`config.mk`:
```
export PLATFORM = sky130hd
export DESIGN_NAME = id_hazard_unit
export DESIGN_NICKNAME = d
export VERILOG_FILES = /design/src/rtl/id_hazard_unit.sv
export SDC_FILE = /design/constraint.sdc
export NUM_CORES = 1
export LEC_CHECK = 0
export ABC_CLOCK_PERIOD_IN_PS = 2480
export CORE_UTILIZATION = 52
export DETAILED_ROUTE_END_ITERATION = 12
export PLACE_DENSITY = 0.84
export SYNTH_ARGS = -nofsm -noshare
export SYNTH_HDL_FRONTEND = slang
export SYNTH_SLANG_ARGS = --single-unit
```
`constraint.sdc`:
```
create_clock -name in_clk -period 2.48 [get_ports in_clk]
set_input_delay 0.496 -clock in_clk [delete_from_list [all_inputs] [get_ports in_clk]]
set_output_delay 0.496 -clock in_clk [all_outputs]
set_load 0.01 [all_outputs]
```
`src/rtl/id_hazard_unit.sv`:
```
// Decode-stage hazard and forwarding controller: tracks in-flight destinations
// for EX/MEM/WB, drives register file read enables, forward selects and stalls.
module id_hazard_unit #(
  parameter int unsigned DIV_CYCLES = 32
) (
  input  logic       in_clk,
  input  logic       in_rst,
  input  logic       in_id_valid,
  input  logic [4:0] in_id_rs_addr,
  input  logic [4:0] in_id_rt_addr,
  input  logic       in_id_rs_use,
  input  logic       in_id_rt_use,
  input  logic [4:0] in_id_rd_addr,
  input  logic       in_id_rd_wena,
  input  logic       in_id_is_load,
  input  logic       in_id_is_div,
  input  logic       in_id_uses_hilo,
  input  logic       in_flush,
  output logic       out_stall,
  output logic       out_rs_ena,
  output logic       out_rt_ena,
  output logic [1:0] out_rs_fwd,
  output logic [1:0] out_rt_fwd,
  output logic       out_div_busy
);

  typedef struct packed {
    logic       valid;
    logic [4:0] rd;
    logic       is_load;
  } slot_t;

  localparam logic [1:0] FWD_RF  = 2'd0;
  localparam logic [1:0] FWD_EX  = 2'd1;
  localparam logic [1:0] FWD_MEM = 2'd2;
  localparam logic [5:0] DIV_LOAD = 6'(DIV_CYCLES);

  slot_t      ex_q, mem_q, wb_q;
  logic [5:0] div_cnt_q;

  logic       div_busy_raw;
  logic       load_use;
  logic       div_stall;
  logic       stall;
  logic       issue;
  logic [1:0] rs_sel, rt_sel;

  // Register 0 is hardwired, so it never matches an in-flight producer.
  function automatic logic slot_match(input slot_t s, input logic [4:0] a);
    return s.valid && (s.rd == a) && (a != 5'd0);
  endfunction

  // WB results reach ID through the register file write-through path.
  function automatic logic [1:0] fwd_sel(input logic [4:0] a);
    logic [1:0] sel;
    sel = FWD_RF;
    if (slot_match(ex_q, a) && !ex_q.is_load) sel = FWD_EX;
    else if (slot_match(mem_q, a))            sel = FWD_MEM;
    else if (slot_match(wb_q, a))             sel = FWD_RF;
    return sel;
  endfunction

  // Handshake: in_id_valid marks a real instruction in ID; it is accepted
  // (issued into EX) on an edge where out_stall and in_flush are both low.
  assign div_busy_raw = (div_cnt_q != 6'd0);
  assign load_use = in_id_valid && ex_q.is_load &&
                    ((in_id_rs_use && slot_match(ex_q, in_id_rs_addr)) ||
                     (in_id_rt_use && slot_match(ex_q, in_id_rt_addr)));
  assign div_stall = in_id_valid && div_busy_raw && (in_id_is_div || in_id_uses_hilo);
  assign stall     = (load_use || div_stall) && !in_flush && !in_rst;
  assign issue     = in_id_valid && !stall && !in_flush;

  assign rs_sel = fwd_sel(in_id_rs_addr);
  assign rt_sel = fwd_sel(in_id_rt_addr);

  assign out_stall    = stall;
  assign out_rs_ena   = in_id_valid && in_id_rs_use && !in_rst;
  assign out_rt_ena   = in_id_valid && in_id_rt_use && !in_rst;
  assign out_rs_fwd   = in_rst ? FWD_RF : rs_sel;
  assign out_rt_fwd   = in_rst ? FWD_RF : rt_sel;
  assign out_div_busy = div_busy_raw && !in_rst;

  always_ff @(posedge in_clk) begin
    if (in_rst) begin
      ex_q      <= '0;
      mem_q     <= '0;
      wb_q      <= '0;
      div_cnt_q <= '0;
    end else begin
      wb_q  <= mem_q;
      mem_q <= ex_q;
      if (issue) begin
        ex_q.valid   <= in_id_rd_wena && (in_id_rd_addr != 5'd0);
        ex_q.rd      <= in_id_rd_addr;
        ex_q.is_load <= in_id_is_load;
      end else begin
        ex_q.valid <= 1'b0;
      end
      if (issue && in_id_is_div) div_cnt_q <= DIV_LOAD;
      else if (div_busy_raw)     div_cnt_q <= div_cnt_q - 6'd1;
    end
  end

endmodule

```
After elaboration in Yosys (flattened, before gate mapping)

Cells that the tools add are included.
Widths: inputs -> output; s select.

Add/subtract/negate cells: 1
Equality and inequality tests: 4
Muxes and demuxes: 8
Bitwise operators: 1
Reductions and logical operators: 41

Operators by type and width:

| kind                | number |
|---|---|
| $logic_and 1x1->1   | 27 |
| $eq 5x5->1          | 4 |
| $reduce_bool 5->1   | 3 |
| $mux 2              | 6 |
| $mux 6              | 2 |
| $reduce_bool 6->1   | 1 |
| $sub 6x1->6 const B | 1 |
| $logic_not 1->1     | 4 |
| $reduce_or 2->1     | 2 |
| $logic_or 1x1->1    | 3 |
| $reduce_bool 2->1   | 1 |
| $not 1->1           | 1 |

Flip-flop bits (word level): 19
Input port bits: 25
Output and inout port bits: 8
Word-level logic and storage cells: 62

Longest topological paths before layout

Gate-level depths: netlist of the first run.

Depth in word-level cells: 14
Gate-level depth with buffers: 7
Gate-level depth less buffers: 7

Least setup slack after synthesis of the first run

OpenSTA, ideal clock, no wires.

Path kind: input port to output port
From: input in_id_rs_addr[2]
To: output out_stall
Data arrival time: 1.556 ns
Data required time: 1.984 ns
Path slack: 0.428 ns
Stages on the path: 5
Cells stage by stage: xnor2_1 nand4_1 nor3_4 o21ai_2 a21boi_0

Longest elaborated chain between the ends: 9

RTL lines:

| item                               | RTL line | text |
|---|---|---|
| start, declared                    | 9        | `input logic [4:0] in_id_rs_addr,` |
| $eq 5x5->1                         | 50       | `return s.valid && (s.rd == a) && (a != 5'd0);` |
| $logic_and 1x1->1                  | 50       |  |
| $logic_and 1x1->1 (*)              | 50       |  |
| $logic_and 1x1->1 (*)              | 67       | `((in_id_rs_use && slot_match(ex_q, in_id_rs_addr)) \|\|` |
| $logic_or 1x1->1 (*)               | 67       |  |
| $logic_and 1x1->1 (*)              | 66       | `assign load_use = in_id_valid && ex_q.is_load &&` |
| $logic_or 1x1->1 (*)               | 70       | `assign stall = (load_use \|\| div_stall) && !in_flush && !in_rst;` |
| $logic_and 1x1->1 (*) (2 in a row) | 70       |  |
| end, declared                      | 19       | `output logic out_stall,` |

Every way passes the cells marked *; elsewhere a longest branch is shown, timed or not.

Worst setup path in the final report of the first run

From: input in_id_rs_addr[3]
To: output out_rs_fwd[1]

Longest elaborated chain between the ends: 6

RTL lines:

| item                                        | RTL line | text |
|---|---|---|
| $eq 5x5->1                                  | 50       |  |
| $logic_and 1x1->1 (2 in a row)              | 50       |  |
| $mux 2 or $logic_and 1x1->1 (tied branches) | 58, 57   |  |
| $mux 2 (*)                                  | 57       | `if (slot_match(ex_q, a) && !ex_q.is_load) sel = FWD_EX;` |
| $mux 2 (*)                                  | 79       | `assign out_rs_fwd = in_rst ? FWD_RF : rs_sel;` |
| end, declared                               | 22       | `output logic [1:0] out_rs_fwd,` |

Marked as above.

==> results.md, run 1 <==
* Critical Path RT at 1.98 ns
* Area Overhead vs Synth at 43.5%
* First-pass DRT Iterations at 4
* Antenna-violating nets left at 0
* Pleak at 0.775 nW
* CP Cell Sequence: dlygate4sd2_1, or4_4, nor2_4, buf_4, nor2_1, nand3_1, o21a_1, buf_2
* DP Worst Slack at -0.593 ns
* Core Region at 2300 µm²
* HPWL Detailed at 2.92 mm
* Run status: complete, no violations
* WHS Path Cells at 2
* FFs w/ async S/R, synth at 0%
* Chip height at 52.5 µm
* Most common cell after layout, fill and taps aside: buf_4
* Maximum vdd drop at 685 µV
* Setup crit start kind: input pin
* Critical-path top delay cell: or4_4
* Initial drt markers at 47
* Clock Tree Buf Depth at 2
* Peak Freq at 0.409 GHz
* Vias in the first global route at 1,358
* Worst slew pin tran at 0.291 ns
* Synth warnings at 0
* Arr. time, crit path at 1.95 ns
* Fin nets at 244
* Syn nets at 182
* Setup WS post-layout at 0.0333 ns
* Distinct cells, synth at 36
* EDFF count, synth at 0
* Total GRT Usage at 31.8%
* Slowest stage delay, CP at 0.51 ns
* Htree depth at 1
* Post-CTS Hold Buffers at 0
* DP Cell Count at 233
* PwrDens at 575 nW/µm²
* Post-place instance area at 1830 µm²
* Synth Flop Type: dfxtp_1
* Critical R2R Launch: ex_q[5]
* Worst r2r path cells at 6
* Crit Path Max Fanout at 3
* Mapped Area at 1330 µm²
* Largest net degree at the start of global routing at 12
* CTS sink count at 19
* Seq/Total Area, Yosys at 28.7%
* Crit-path leading delay family: simple AND/OR/NAND/NOR gates
* Tmin final at 2.45 ns
* Critical path type: input pin to primary output
* Antenna cells at 0
* Clock transition at path regs at 0.10 ns
* Row count at 17
* # port buffers at 32
* Vias/cell at 5.75
* FF+latch count, synth at 19
* First-pass GRT wire length at 6.20 mm
* Die W at 52.5 µm
* Global placement routability congestion at 0.878
* Via count at 1,402
* Fin util at 82.8%
* Fin cells at 244
* Fin area at 1900 µm²
* Gate Count Post-Synth at 155
* WL per Instance at 15.8 µm
* Hold Path Origin: div_cnt_q[4]
* FILL cells at 138
* CP Buf/Inv Count at 3
* Clk_lat worst skew at 0.30 ns
* Initial antenna violation count at 0
* Root buf cell: clkbuf_4
* Cts bufs inserted at 3
* Die Area at 2750 µm²
* Slew headroom at 80.6%
* Initial core utilization at 57.7%
* Max_cap viols at 0
* Hold_ws at 0.540 ns
* Critical Path Sink Type: primary output
* I/O pins at 33
* CP startpoint: in_id_rs_addr[3]
* DRC Markers at 0
* RSZ-0062 raised after global routing: yes
* Crit. path cell count at 8
* GRT Residual Overflow at 0
* Tcrit/Tclk final at 98.7%
* Tightest Hold Check Type: flip-flop to flip-flop
* Count of final setup violators at 0
* Max-slew violations at 0
* CTS tree: yes
* Mean post-synth cell area at 8.55 µm²
* Layout cells sized above 1 at 24.5%
* Final Hold Viols at 0
* Final wirelength at 3.87 mm
* Clock skew at 0.00736 ns
* Most frequent cells in the layout: 26 x buf_4, 22 x xnor2_1, 19 x dfxtp_1, 17 x nor2b_1, 14 x clkdlybuf4s50_1
-- cell usage after synthesis, drive strengths merged, types with 4 or more instances --
| master | n | share of area [%] |
|---|---|---|
| a21oi | 4 | 1.5 |
| dfxtp | 19 | 29 |
| inv | 6 | 1.7 |
| mux2i | 6 | 4.5 |
| nand2 | 5 | 1.4 |
| nand3 | 10 | 3.8 |
| nand4 | 9 | 4.2 |
| nor2 | 13 | 4.8 |
| nor2b | 17 | 8.0 |
| nor3 | 9 | 5.5 |
| o211ai | 6 | 3.4 |
| xnor2 | 23 | 15 |
-- registers in the layout, summed over array words and instances, names as in the netlist --
register and cells:
mem_q 6, div_cnt_q 6, ex_q 7
-- cells by family after synthesis --
logic type	count (synthesis)	synth area share, %
buffers and inverters	10	3.21
flip-flops	19	28.7
AND/OR/NAND/NOR	74	34.4
multiplexers	6	4.53
XOR/XNOR	24	15.9
adder cells (fa/ha/maj)	2	1.89
AO/OA/AOI/OAI	20	11.4
-- power by group --
part | leakage, nW | internal [mW] | total, mW | switching, mW
Combinational | 0.604 | 0.260 | 0.507 | 0.247
Sequential | 0.156 | 0.367 | 0.434 | 0.0660
Clock | 0.0150 | 0.0627 | 0.153 | 0.0904
Total | 0.775 | 0.690 | 1.09 | 0.404
-- stage by stage --
step / power, mW / setup TNS, ns
finish: 1.09 / 0
global route: 1.16 / -0.0160
CTS: 1.09 / 0
detailed placement: 0.922 / -2.57
global placement: 0.901 / -2.36
floorplan: 0.746 / 0
-- worst register-to-register path: cells and delay by family, from the launching register on --
family,cells,cell delay [ns]
xor gates and xnor gates,1,0.15
DFF,1,0.42
buffers and inverters,1,0.18
and+or+nand+nor,4,0.90
-- worst paths after layout --
path,to,slack [ns]
min reg2reg,div_cnt_q[4],0.54
min,div_cnt_q[4],0.54
max reg2reg,ex_q[3],0.72
max,out_rs_fwd[1],0.03
-- what timing repair did --
| action | CTS | global route |
|---|---|---|
| setup buffers | 7 | 0 |
| hold endpoints to repair | 0 | 0 |
| gates resized for setup | 36 | 10 |
| setup endpoints to repair | 6 | 7 |
| pin swaps | 9 | 5 |
-- layer usage --
layer / up-vias / track usage (%) / part of all wire, % / wire length (µm)
li1: 672 / - / - / -
met4: 0 / 14.9 / 2.6 / 99
met5: - / 0 / 0 / 0
met3: 9 / 4.06 / 4.5 / 174
met1: 660 / 37.4 / 43 / 1670
met2: 61 / 56.3 / 50 / 1920
-- final cells by class --
| cell class | count | area, µm² | area share [%] |
|---|---|---|---|
| clock buffer | 4 | 26.3 | 1.38 |
| inverter | 6 | 22.5 | 1.18 |
| multi-input combinational | 126 | 926 | 48.7 |
| sequential | 19 | 380 | 20.0 |
| tap | 28 | 35.0 | 1.84 |
| timing repair buffer | 61 | 512 | 26.9 |
Note: power is estimated with default switching activity, not from simulation.
==> inputs of run 2 (changes only) <==
--- a/config.mk
+++ b/config.mk
@@ -8,6 +8,7 @@
 export ABC_CLOCK_PERIOD_IN_PS = 2480
 export CORE_UTILIZATION = 52
 export DETAILED_ROUTE_END_ITERATION = 12
+export HOLD_SLACK_MARGIN = 0.02
 export PLACE_DENSITY = 0.84
 export SYNTH_ARGS = -nofsm -noshare
 export SYNTH_HDL_FRONTEND = slang
==> results of run 2 <==
Final layout, timing and power as in run 1 (identical DEF).
==> inputs of run 3 (changes only) <==
--- a/config.mk
+++ b/config.mk
@@ -13,3 +13,4 @@
 export SYNTH_ARGS = -nofsm -noshare
 export SYNTH_HDL_FRONTEND = slang
 export SYNTH_SLANG_ARGS = --single-unit
+export TNS_END_PERCENT = 20
==> results.md, run 3 (synthesis gave the netlist of run 1 again) <==
* Run status: complete, no violations
* Critical Path Sink Type: primary output
* Setup WS post-layout at 0.00373 ns
* DP Cell Count at 233
* Vias in the first global route at 1,442
* DP Worst Slack at -0.593 ns
* Cts bufs inserted at 3
* PwrDens at 570 nW/µm²
* Setup_tns at 0 ns
* Fin cells at 245
* Clk_lat worst skew at 0.29 ns
* Peak Freq at 0.404 GHz
* Chip height at 52.5 µm
* First-pass DRT Iterations at 4
* DRC Markers at 0
* Critical Path RT at 1.98 ns
* Fin nets at 245
* # port buffers at 32
* Slew headroom at 77.4%
* Die Area at 2750 µm²
* Global placement routability congestion at 0.878
* Row count at 17
* Htree depth at 1
* Tightest Hold Check Type: flip-flop to flip-flop
* Die W at 52.5 µm
* WHS Path Cells at 2
* Layout cells sized above 1 at 24.9%
* Total GRT Usage at 33.3%
* Initial drt markers at 26
* RSZ-0062 raised after global routing: yes
* Max_cap viols at 0
* Leading registers by flop count: ex_q (7), div_cnt_q (6), mem_q (6)
* Largest Register: ex_q
* Antenna-violating nets left at 0
* Initial core utilization at 57.7%
* Area Overhead vs Synth at 44.5%
* FILL cells at 142
* Initial antenna violation count at 0
* HPWL Detailed at 2.92 mm
* Max-slew violations at 0
* Pleak at 0.795 nW
* Final Hold Viols at 0
* Critical path type: input pin to primary output
* First-pass GRT wire length at 6.43 mm
* Largest net degree at the start of global routing at 12
* Clock transition at path regs at 0.11 ns
* GRT Residual Overflow at 0
* Maximum vdd drop at 700 µV
* Worst slew pin tran at 0.338 ns
* Worst r2r path cells at 6
* CTS tree: yes
* I/O pins at 33
* Hold_ws at 0.541 ns
* Most frequent cells in the layout: 29 x buf_4, 22 x xnor2_1, 18 x dfxtp_1, 17 x nor2b_1, 14 x clkdlybuf4s50_1
* Vias/cell at 5.74
* Most common cell after layout, fill and taps aside: buf_4
* Core Region at 2300 µm²
* Clock skew at 0.0126 ns
* Tmin final at 2.48 ns
* Setup crit start kind: input pin
* Tcrit/Tclk final at 99.8%
* Final wirelength at 4.13 mm
* Max FFs per register at 7
* Antenna cells at 0
* Via count at 1,407
* Crit Path Max Fanout at 3
* CTS sink count at 19
* Final Total Pwr at 1.09 mW
* Clock Tree Buf Depth at 2
* Count of final setup violators at 0
* Root buf cell: clkbuf_4
* Arr. time, crit path at 1.98 ns
* WL per Instance at 16.8 µm
## run 3: cell count changes in the layout (fill, tap and decap cells not counted)
cell,delta
dfxtp_1,-1
buf_6,-2
dfxtp_2,+1
dlymetal6s2s_1,+2
buf_4,+3
dlygate4sd2_1,-1
clkbuf_2,-1
## run 3: cell type report
cell class | count | area, µm² | area share, %
clock buffer | 4 | 26.3 | 1.37
inverter | 6 | 22.5 | 1.18
tap | 28 | 35.0 | 1.83
timing repair buffer | 62 | 523 | 27.3
sequential | 19 | 382 | 19.9
multi-input combinational | 126 | 926 | 48.4
## run 3: path summary, 6_finish.rpt
kind	startpoint	to	slack, ns
setup reg to reg	ex_q[2]	div_cnt_q[0]	0.71
hold / removal	div_cnt_q[4]	div_cnt_q[4]	0.54
setup / recovery	in_id_rs_addr[2]	out_rs_fwd[1]	0.004
hold reg to reg	div_cnt_q[4]	div_cnt_q[4]	0.54
## run 3: worst max-delay path: stages
cell,delay (ns)
clkdlybuf4s15_1,0.26
or4_4,0.56
nor2_4,0.13
buf_4,0.11
buf_4,0.10
nor3_1,0.06
o21a_1,0.12
buf_2,0.14
## run 3: what timing repair did
action                                  4_1_cts  5_1_grt
buffers inserted                              7        1
pin swaps                                     8        3
endpoints found under the setup margin        6        6
resized for setup                            30       13
hold buffers                                  0        0
cloned                                        0        0
## run 3: per-layer routing
metal	vias to the layer above	part of all wire, %	global-route usage (%)
met3	12	6.0	5.80
met5	-	0	0
met2	57	50	59.9
met1	665	41	36.8
li1	673	-	-
met4	0	3.0	17.1
## run 3: metrics by stage
stage / util, % / area, µm²
3_3_place_gp: 79.5 / 1830
6_report: 83.3 / 1910
2_1_floorplan: - / 1330
3_5_place_dp: 79.5 / 1830
5_1_grt: 83.3 / 1910
4_1_cts: 82.8 / 1900
## run 3: power by group
part	leakage, nW	total (mW)	switching, mW	internal, mW
combinational	0.624	0.503	0.243	0.260
sequential	0.156	0.437	0.0682	0.369
clock	0.0150	0.151	0.0882	0.0625
total	0.795	1.09	0.399	0.692
